File: config.mk
export PLATFORM = sky130hd
export DESIGN_NAME = mem_traffic_gen
export DESIGN_NICKNAME = d
export VERILOG_FILES = /design/src/rtl/mem_traffic_gen.sv
export SDC_FILE = /design/constraint.sdc
export NUM_CORES = 1
export LEC_CHECK = 0
export ABC_AREA = 1
export CAP_MARGIN = 25
export CELL_PAD_IN_SITES_DETAIL_PLACEMENT = 0
export CELL_PAD_IN_SITES_GLOBAL_PLACEMENT = 1
export CORE_ASPECT_RATIO = 0.7
export CORE_MARGIN = 2
export CORE_UTILIZATION = 45
export DETAILED_ROUTE_END_ITERATION = 7
export GPL_TIMING_DRIVEN = 0
export PLACE_DENSITY_LB_ADDON = 0.1
export SKIP_CTS_REPAIR_TIMING = 1
export SLEW_MARGIN = 15
export SYNTH_ARGS = -nofsm -noshare
export SYNTH_HDL_FRONTEND = slang
export SYNTH_SLANG_ARGS = --single-unit
File: constraint.sdc
create_clock -name clk -period 26.4 [get_ports clk]
set_clock_uncertainty 0.05 [all_clocks]
set_input_delay 7.92 -clock clk [delete_from_list [all_inputs] [get_ports clk]]
set_output_delay 7.92 -clock clk [all_outputs]
set_load 0.03 [all_outputs]
File: src/rtl/mem_traffic_gen.sv
// mem_traffic_gen: single-port memory exerciser.
// Writes an incrementing pattern (seed + i) to a window of N = cfg_len + 1
// words starting at cfg_base (address wraps at the top of memory), reads the
// window back and compares it against the expected pattern.
//
// Ports:
//   clk, rst            clock, asynchronous active-high reset
//   start               one-cycle run request, honoured only in IDLE
//   cfg_base/len/seed   run configuration, captured on accept
//   mem_ce/we/addr/din  registered memory request
//   mem_dout            memory read data, valid RD_LAT cycles after a read
//   busy, done          run in progress / one-cycle completion pulse
//   err_cnt             saturating mismatch count of the last run
//   err_first_addr      address of the first mismatch of the last run
//   err_seen            at least one mismatch in the last run
//
// Optional build macro MEM_TRAFFIC_THROTTLE_EN: a free-running modulo
// THR_PERIOD counter forces a bubble (no issue) on every WRITE/READ cycle
// where it reads zero.
module mem_traffic_gen #(
  parameter int DWIDTH     = 32,
  parameter int AWIDTH     = 10,
  parameter int RD_LAT     = 1,
  parameter int THR_PERIOD = 17
) (
  input  logic              clk,
  input  logic              rst,
  input  logic              start,
  input  logic [AWIDTH-1:0] cfg_base,
  input  logic [AWIDTH-1:0] cfg_len,
  input  logic [DWIDTH-1:0] cfg_seed,
  output logic              mem_ce,
  output logic              mem_we,
  output logic [AWIDTH-1:0] mem_addr,
  output logic [DWIDTH-1:0] mem_din,
  input  logic [DWIDTH-1:0] mem_dout,
  output logic              busy,
  output logic              done,
  output logic [15:0]       err_cnt,
  output logic [AWIDTH-1:0] err_first_addr,
  output logic              err_seen
);

  localparam int unsigned LAT = RD_LAT;

  if (DWIDTH < 1 || DWIDTH > 128 || AWIDTH < 1 || AWIDTH > 20 ||
      RD_LAT < 1 || RD_LAT > 8 || THR_PERIOD < 2 || THR_PERIOD > 255) begin : g_bad_param
    $error("mem_traffic_gen: parameter out of range");
  end

  typedef enum logic [2:0] {S_IDLE, S_WRITE, S_GAP, S_READ, S_DRAIN} state_t;

  state_t            r_state;
  logic [AWIDTH-1:0] r_base, r_len, r_idx, r_addr_nx;
  logic [DWIDTH-1:0] r_seed, r_data_nx, r_exp;
  logic              r_mem_ce, r_mem_we;
  logic [AWIDTH-1:0] r_mem_addr;
  logic [DWIDTH-1:0] r_mem_din;
  logic              r_busy, r_done, r_err_seen;
  logic [15:0]       r_err_cnt;
  logic [AWIDTH-1:0] r_err_first;

  // Read-compare pipeline; stage 0 is loaded from the registered read request.
  logic [LAT-1:0]    r_pv;
  logic [AWIDTH-1:0] r_pa [LAT];
  logic [DWIDTH-1:0] r_pd [LAT];

  logic w_bubble, w_drained, w_mis;

`ifdef MEM_TRAFFIC_THROTTLE_EN
  localparam logic [7:0] THR_LAST = 8'(THR_PERIOD - 1);
  logic [7:0] r_thr;

  always_ff @(posedge clk or posedge rst) begin
    if (rst) r_thr <= '0;
    else     r_thr <= (r_thr == THR_LAST) ? '0 : r_thr + 8'd1;
  end

  assign w_bubble = (r_thr == '0);
`else
  assign w_bubble = 1'b0;
`endif

  // Empty once the entry leaving the last stage this edge is the only one:
  // no read request still on the bus and no entry in earlier stages.
  always_comb begin
    w_drained = !(r_mem_ce && !r_mem_we);
    for (int unsigned k = 0; k + 1 < LAT; k++) begin
      if (r_pv[k]) w_drained = 1'b0;
    end
  end

  assign w_mis = r_pv[LAT-1] && (mem_dout != r_pd[LAT-1]);

  always_ff @(posedge clk or posedge rst) begin
    if (rst) begin
      r_pv <= '0;
      for (int unsigned k = 0; k < LAT; k++) begin
        r_pa[k] <= '0;
        r_pd[k] <= '0;
      end
    end else begin
      r_pv[0] <= r_mem_ce & ~r_mem_we;
      r_pa[0] <= r_mem_addr;
      r_pd[0] <= r_exp;
      for (int unsigned k = 1; k < LAT; k++) begin
        r_pv[k] <= r_pv[k-1];
        r_pa[k] <= r_pa[k-1];
        r_pd[k] <= r_pd[k-1];
      end
    end
  end

  always_ff @(posedge clk or posedge rst) begin
    if (rst) begin
      r_state     <= S_IDLE;
      r_base      <= '0;
      r_len       <= '0;
      r_seed      <= '0;
      r_idx       <= '0;
      r_addr_nx   <= '0;
      r_data_nx   <= '0;
      r_exp       <= '0;
      r_mem_ce    <= 1'b0;
      r_mem_we    <= 1'b0;
      r_mem_addr  <= '0;
      r_mem_din   <= '0;
      r_busy      <= 1'b0;
      r_done      <= 1'b0;
      r_err_cnt   <= '0;
      r_err_first <= '0;
      r_err_seen  <= 1'b0;
    end else begin
      r_mem_ce <= 1'b0;
      r_mem_we <= 1'b0;
      r_done   <= 1'b0;

      if (w_mis) begin
        if (r_err_cnt != '1) r_err_cnt <= r_err_cnt + 16'd1;
        if (!r_err_seen)     r_err_first <= r_pa[LAT-1];
        r_err_seen <= 1'b1;
      end

      case (r_state)
        S_IDLE: begin
          if (start) begin
            r_base      <= cfg_base;
            r_len       <= cfg_len;
            r_seed      <= cfg_seed;
            r_idx       <= '0;
            r_addr_nx   <= cfg_base;
            r_data_nx   <= cfg_seed;
            r_err_cnt   <= '0;
            r_err_first <= '0;
            r_err_seen  <= 1'b0;
            r_busy      <= 1'b1;
            r_state     <= S_WRITE;
          end
        end
        S_WRITE: begin
          if (!w_bubble) begin
            r_mem_ce   <= 1'b1;
            r_mem_we   <= 1'b1;
            r_mem_addr <= r_addr_nx;
            r_mem_din  <= r_data_nx;
            r_addr_nx  <= r_addr_nx + 1'b1;
            r_data_nx  <= r_data_nx + 1'b1;
            r_idx      <= r_idx + 1'b1;
            if (r_idx == r_len) r_state <= S_GAP;
          end
        end
        S_GAP: begin
          r_idx     <= '0;
          r_addr_nx <= r_base;
          r_data_nx <= r_seed;
          r_state   <= S_READ;
        end
        S_READ: begin
          if (!w_bubble) begin
            r_mem_ce   <= 1'b1;
            r_mem_addr <= r_addr_nx;
            r_exp      <= r_data_nx;
            r_addr_nx  <= r_addr_nx + 1'b1;
            r_data_nx  <= r_data_nx + 1'b1;
            r_idx      <= r_idx + 1'b1;
            if (r_idx == r_len) r_state <= S_DRAIN;
          end
        end
        S_DRAIN: begin
          // done is shown during the final DRAIN cycle, so a start in that
          // cycle still meets a non-IDLE state.
          if (r_done) begin
            r_state <= S_IDLE;
          end else if (w_drained) begin
            r_done <= 1'b1;
            r_busy <= 1'b0;
          end
        end
        default: r_state <= S_IDLE;
      endcase
    end
  end

  assign mem_ce         = r_mem_ce;
  assign mem_we         = r_mem_we;
  assign mem_addr       = r_mem_addr;
  assign mem_din        = r_mem_din;
  assign busy           = r_busy;
  assign done           = r_done;
  assign err_cnt        = r_err_cnt;
  assign err_first_addr = r_err_first;
  assign err_seen       = r_err_seen;

endmodule

==> results of run 1 <==
through the flow:
stage / cell area (sq um) / setup WS, ns / std cells / total power, mW
detailed placement: 13730 / 16.47 / 1870 / 1.548
floorplan: 11660 / 11.42 / 1378 / 1.233
global route: 14620 / 16.69 / 1917 / 2.064
finish: 14620 / 16.74 / 1917 / 1.928
global placement: 13660 / 8.016 / 1868 / 1.529
CTS: 14620 / 16.71 / 1917 / 1.931
state kept, by name, indices dropped and copies added (netlist names), 3 cells and up:
name,count
mem_din,32
r_addr_nx,10
r_seed,32
r_len,10
err_cnt,16
r_base,10
err_first_addr,10
r_idx,10
r_pa,10
r_state,3
r_data_nx,32
mem_addr,10
r_pd,32
r_exp,32
power by group:
part	switching (mW)	internal, mW
Sequential	0.126	0.576
Clock	0.160	0.220
Combinational	0.536	0.309
Total	0.823	1.11
worst paths after layout:
check | start | depth (start not counted) | endpoint | slack (ns)
hold reg to reg | r_exp[23] | 0 | r_pd[23] | 0.33
hold / removal | r_exp[23] | 0 | r_pd[23] | 0.33
max in group asynchronous | rst | 4 | r_exp[30] | 17.28
setup / recovery | err_cnt[12] | 1 | err_cnt[12] | 16.74
setup reg to reg | r_state[2] | 4 | r_data_nx[11] | 24.37
min in group asynchronous | rst | 2 | r_len[6] | 7.71
cell families after synthesis:
kind of cell,count (synthesis),synth area share
simple gates,636,0.2286
fa+ha+maj,4,0.004293
flops,255,0.5473
compound gates,242,0.1230
buf+inv,211,0.07426
xor+xnor,30,0.02254
per-layer routing:
layer / vias up / global-route usage / wire length [um]
li1: 4837 / - / -
met1: 4709 / 0.4051 / 16790
met2: 295 / 0.3363 / 13210
met3: 42 / 0.02918 / 2060
met4: 0 / 0.04625 / 570
met5: - / 0 / 0
placed cells by master (no fill, tap or decap), drive strengths merged, types with 7 or more instances in the layout:
cell type and instances:
clkbuf 49, nand4 11, nor2 134, dfrtp 255, nand2 396, xnor2 23, buf 41, nor3 26
a22oi 21, o21ai 119, o22ai 8, a2bb2oi 20, o211ai 7, clkdlybuf4s50 159, xor2 7, a21oi 47
inv 162, a32oi 10, nand3 64
layout make-up:
type,instances,area (sq um),share of cell area
sequential,255,6381,0.4366
multi-input combinational,912,4412,0.3018
timing repair buffer,161,1647,0.1127
clock buffer,37,793.3,0.05427
inverter,160,608.1,0.04160
tap,331,414.1,0.02833
buffer,51,265.3,0.01815
clock inverter,10,96.34,0.006591
==> results.ini, run 1 <==
[final_layout]
n_fill_cell = 2410
final_util = 0.5717
drive_gt1_frac = 0.08071
diodes = 0
area_delta_synth_final_pct = 25.37
finalNetCount = 1658

[cts]
cts_tree = yes
insertion_delay_ns = 0.54
htreeDepth = 1
clk_pin_slew_ns = 0.07
root_buffer = clkbuf_16
clock_path_buffers = 3
cts_buffers = 26
clock-sinks = 255

[synthesis]
synth_area_leaders = dfrtp_1 55%, nand2_1 12%, inv_1 4.7%
syn_inst = 1378
syn_area_sq_um = 11660
syn_nets = 1469
synth_edf_count = 0
ys_warn_count = 0
synth_top_cell_area_share = 0.5473
synth_top_cells_by_count = 386 x nand2_1, 255 x dfrtp_1, 147 x inv_1, 123 x nor2_1, 83 x o21ai_0
yosysUniqueCellTypes = 39
yosysTopAreaCell = dfrtp_1
synth_flop_cell = dfrtp_1
synth-async-reset-ratio = 1.000
ys_seq_area_frac = 0.5473
ys_ff_latch = 255
syn_avg_cell_area_sq_um = 8.461
post-synth-top-count-cell = nand2_1

[sta]
tns_ns = 0
max-slew-margin-rel = 0.5381
fin_crit_sh = 0.3659
fmax_mhz = 103.5
hold_viol = 0
tightest_slew_ns = 0.6929
period_minus_slack_ns = 9.660
finalMaxSlewViolations = 0
hold_ws_ns = 0.3251
rsz0062_at_grt = no
setup_violations = 0

[setup_path]
critPathMaxStageDelay_ns = 0.73
end_kind = output pin
path_delay_family = buffers and inverters
timing_worst_setup_path_type = reg -> out
worstPathMaxFanout = 5
path_buf_inv = 1
crit_chain = clkdlybuf4s50_1
crit_path_start_kind = register
slowest_stage = clkdlybuf4s50_1
arrival_ns = 1.69
cp.required_ns = 18.43

[detailed_routing]
initialDrtViolationCount = 712
drtPass1Iterations = 5
drc = 0
wl_mm = 32.63
routedWlPerCell_um = 17.02
ant_nets = 0
vias = 9883
via_per_inst = 5.155

[floorplanning]
dieArea_sq_um = 27230
start_util = 0.4560
pin_count = 160
dieWidth_um = 196.4
rows = 49
core-area_sq_um = 25570
die_h_um = 138.7

[power_and_ir_drop]
leakage_nw = 6.964
ir_drop_v = 0.00006920
power.density_nw_per_um2 = 131.9

[placement]
gp_congestion = 0.9046
dp.final_hpwl_mm = 23.91
numPortBuffers = 159

[global_routing]
first_global_vias = 9260
grt_start_max_net_pins = 108
overflow = 0
grt_use_total = 0.2429
grt_pass1_wl_mm = 52.16
grt_antenna_before_repair = 1

[run_status]
status = completed

[job]
maxCapViolCount = 0

[min_path]
hp-class = reg -> reg

Note: power is estimated with default switching activity, not from simulation.
==> run 2: changes to the inputs <==
- CORE_UTILIZATION: 45 -> 41
- clock period: 26.4 -> 9.6 ns (I/O delays scaled with it)
==> results.ini, run 2 (synthesized netlist as in run 1, its figures left out) <==
[final_layout]
n_fill_cell = 2634
layout_commonest_cell = nand2_1
drive_gt1_frac = 0.08045
area_delta_synth_final_pct = 26.43
diodes = 0
layout.cell_area.non_filler_sq_um = 14740
finalNetCount = 1665
mostFrequentLayoutCells = 386 x nand2_1, 255 x dfrtp_1, 159 x clkdlybuf4s50_1

[global_routing]
grt_pass1_wl_mm = 53.16
overflow = 0
grt_use_total = 0.2269
first_global_vias = 9395
grt_antenna_before_repair = 0
grt_start_max_net_pins = 34

[sta]
hold_viol = 0
fin_crit_sh = 0.4772
setup_violations = 0
rsz0062_at_grt = no
finalMaxSlewViolations = 0
period_minus_slack_ns = 4.581
fmax_mhz = 218.3
tightest_slew_ns = 0.8422
max-slew-margin-rel = 0.4385
tns_ns = 0
hold_ws_ns = 0.3255

[placement]
gp_congestion = 0.8480
dp.final_hpwl_mm = 25.20
placed_cell_area_sq_um = 13880
numPortBuffers = 159

[cts]
cts_tree = yes
cts_buffers = 27
clk_pin_slew_ns = 0.07
clock_path_buffers = 3
insertion_delay_ns = 0.53
root_buffer = clkbuf_16
clock-sinks = 255
htreeDepth = 1

[run_status]
status = completed

[setup_path]
path_buf_inv = 1
arrival_ns = 1.65
timing_worst_setup_path_type = reg -> out
path_delay_family = buffers and inverters
end_kind = output pin
crit_path_start_kind = register
slowest_stage = clkdlybuf4s50_1
crit_chain = clkdlybuf4s50_1
worstPathMaxFanout = 3
cp.required_ns = 6.67
critPathMaxStageDelay_ns = 0.71

[power_and_ir_drop]
switching_share = 0.4245
leakage_nw = 7.001
power.density_nw_per_um2 = 359.2
p_int_mw = 3.047
p_switching_mw = 2.248
pwr-share-seq = 0.365
p_clk_frac = 0.194
ir_drop_v = 0.0001482
p_comb_frac = 0.440

[floorplanning]
pin_count = 160
start_util = 0.4181
rows = 51
core-area_sq_um = 27890
dieWidth_um = 205.6
dieArea_sq_um = 29820
die_h_um = 145.1

[detailed_routing]
initialDrtViolationCount = 761
drtPass1Iterations = 5
via_per_inst = 5.002
drc = 0
routedWlPerCell_um = 17.11
ant_nets = 0
vias = 9813
wl_mm = 33.57

[min_path]
hp-class = reg -> reg

[job]
maxCapViolCount = 0

## run 2: cell count changes in the layout (fill, tap and decap cells not counted), sizes merged
cell      delta
inv          -3
bufinv       +1
clkinv       +1
buf          +6
clkinvlp     -2
clkbuf       +2
## run 2: cell type report
type,count,area [sq um],area share
sequential,255,6381,0.4329
inverter,160,604.3,0.04100
timing repair buffer,167,1752,0.1188
clock buffer,39,770.7,0.05229
tap,371,464.2,0.03149
buffer,51,265.3,0.01800
clock inverter,7,91.34,0.006196
multi-input combinational,912,4412,0.2993
## run 2: layer usage
layer	track usage	part of all wire
met1	0.3702	0.52
met2	0.3226	0.41
met3	0.02785	0.055
met4	0.03741	0.014
met5	0	0
## run 2: worst reg2reg max path, stage by stage (launching register included)
cell	delay (ns)
dfrtp_1	0.50
nor3_2	0.32
clkbuf_1	0.68
a2bb2oi_1	0.26
a21oi_1	0.20
## run 2: power by group through the flow
stage | Sequential, mW | Clock [mW] | Combinational (mW)
floorplan | 2.13 | 0 | 1.26
global placement | 1.94 | 0 | 2.29
detailed placement | 1.95 | 0 | 2.33
CTS | 1.93 | 1.05 | 2.34
global route | 2.00 | 1.10 | 2.58
finish | 1.93 | 1.03 | 2.33
## run 2: stage by stage
step	setup slack, ns	total power, mW	std cells	util
floorplan	3.312	3.391	1378	-
global placement	1.238	4.229	1908	0.4919
detailed placement	4.680	4.277	1916	0.4977
CTS	4.981	5.324	1962	0.5286
global route	4.948	5.678	1962	0.5286
finish	5.019	5.294	1962	0.5286
## run 2: final timing paths
check	slack, ns	startpoint	cells after the start	to
worst min-delay path	0.33	r_exp[21]	0	r_pd[21]
max in group asynchronous	5.44	rst	6	mem_din[30]
worst max register to register	7.53	r_state[2]	4	r_data_nx[31]
min in group asynchronous	2.76	rst	2	r_pa[5]
worst min register to register	0.33	r_exp[21]	0	r_pd[21]
worst max-delay path	5.02	mem_we	1	mem_we
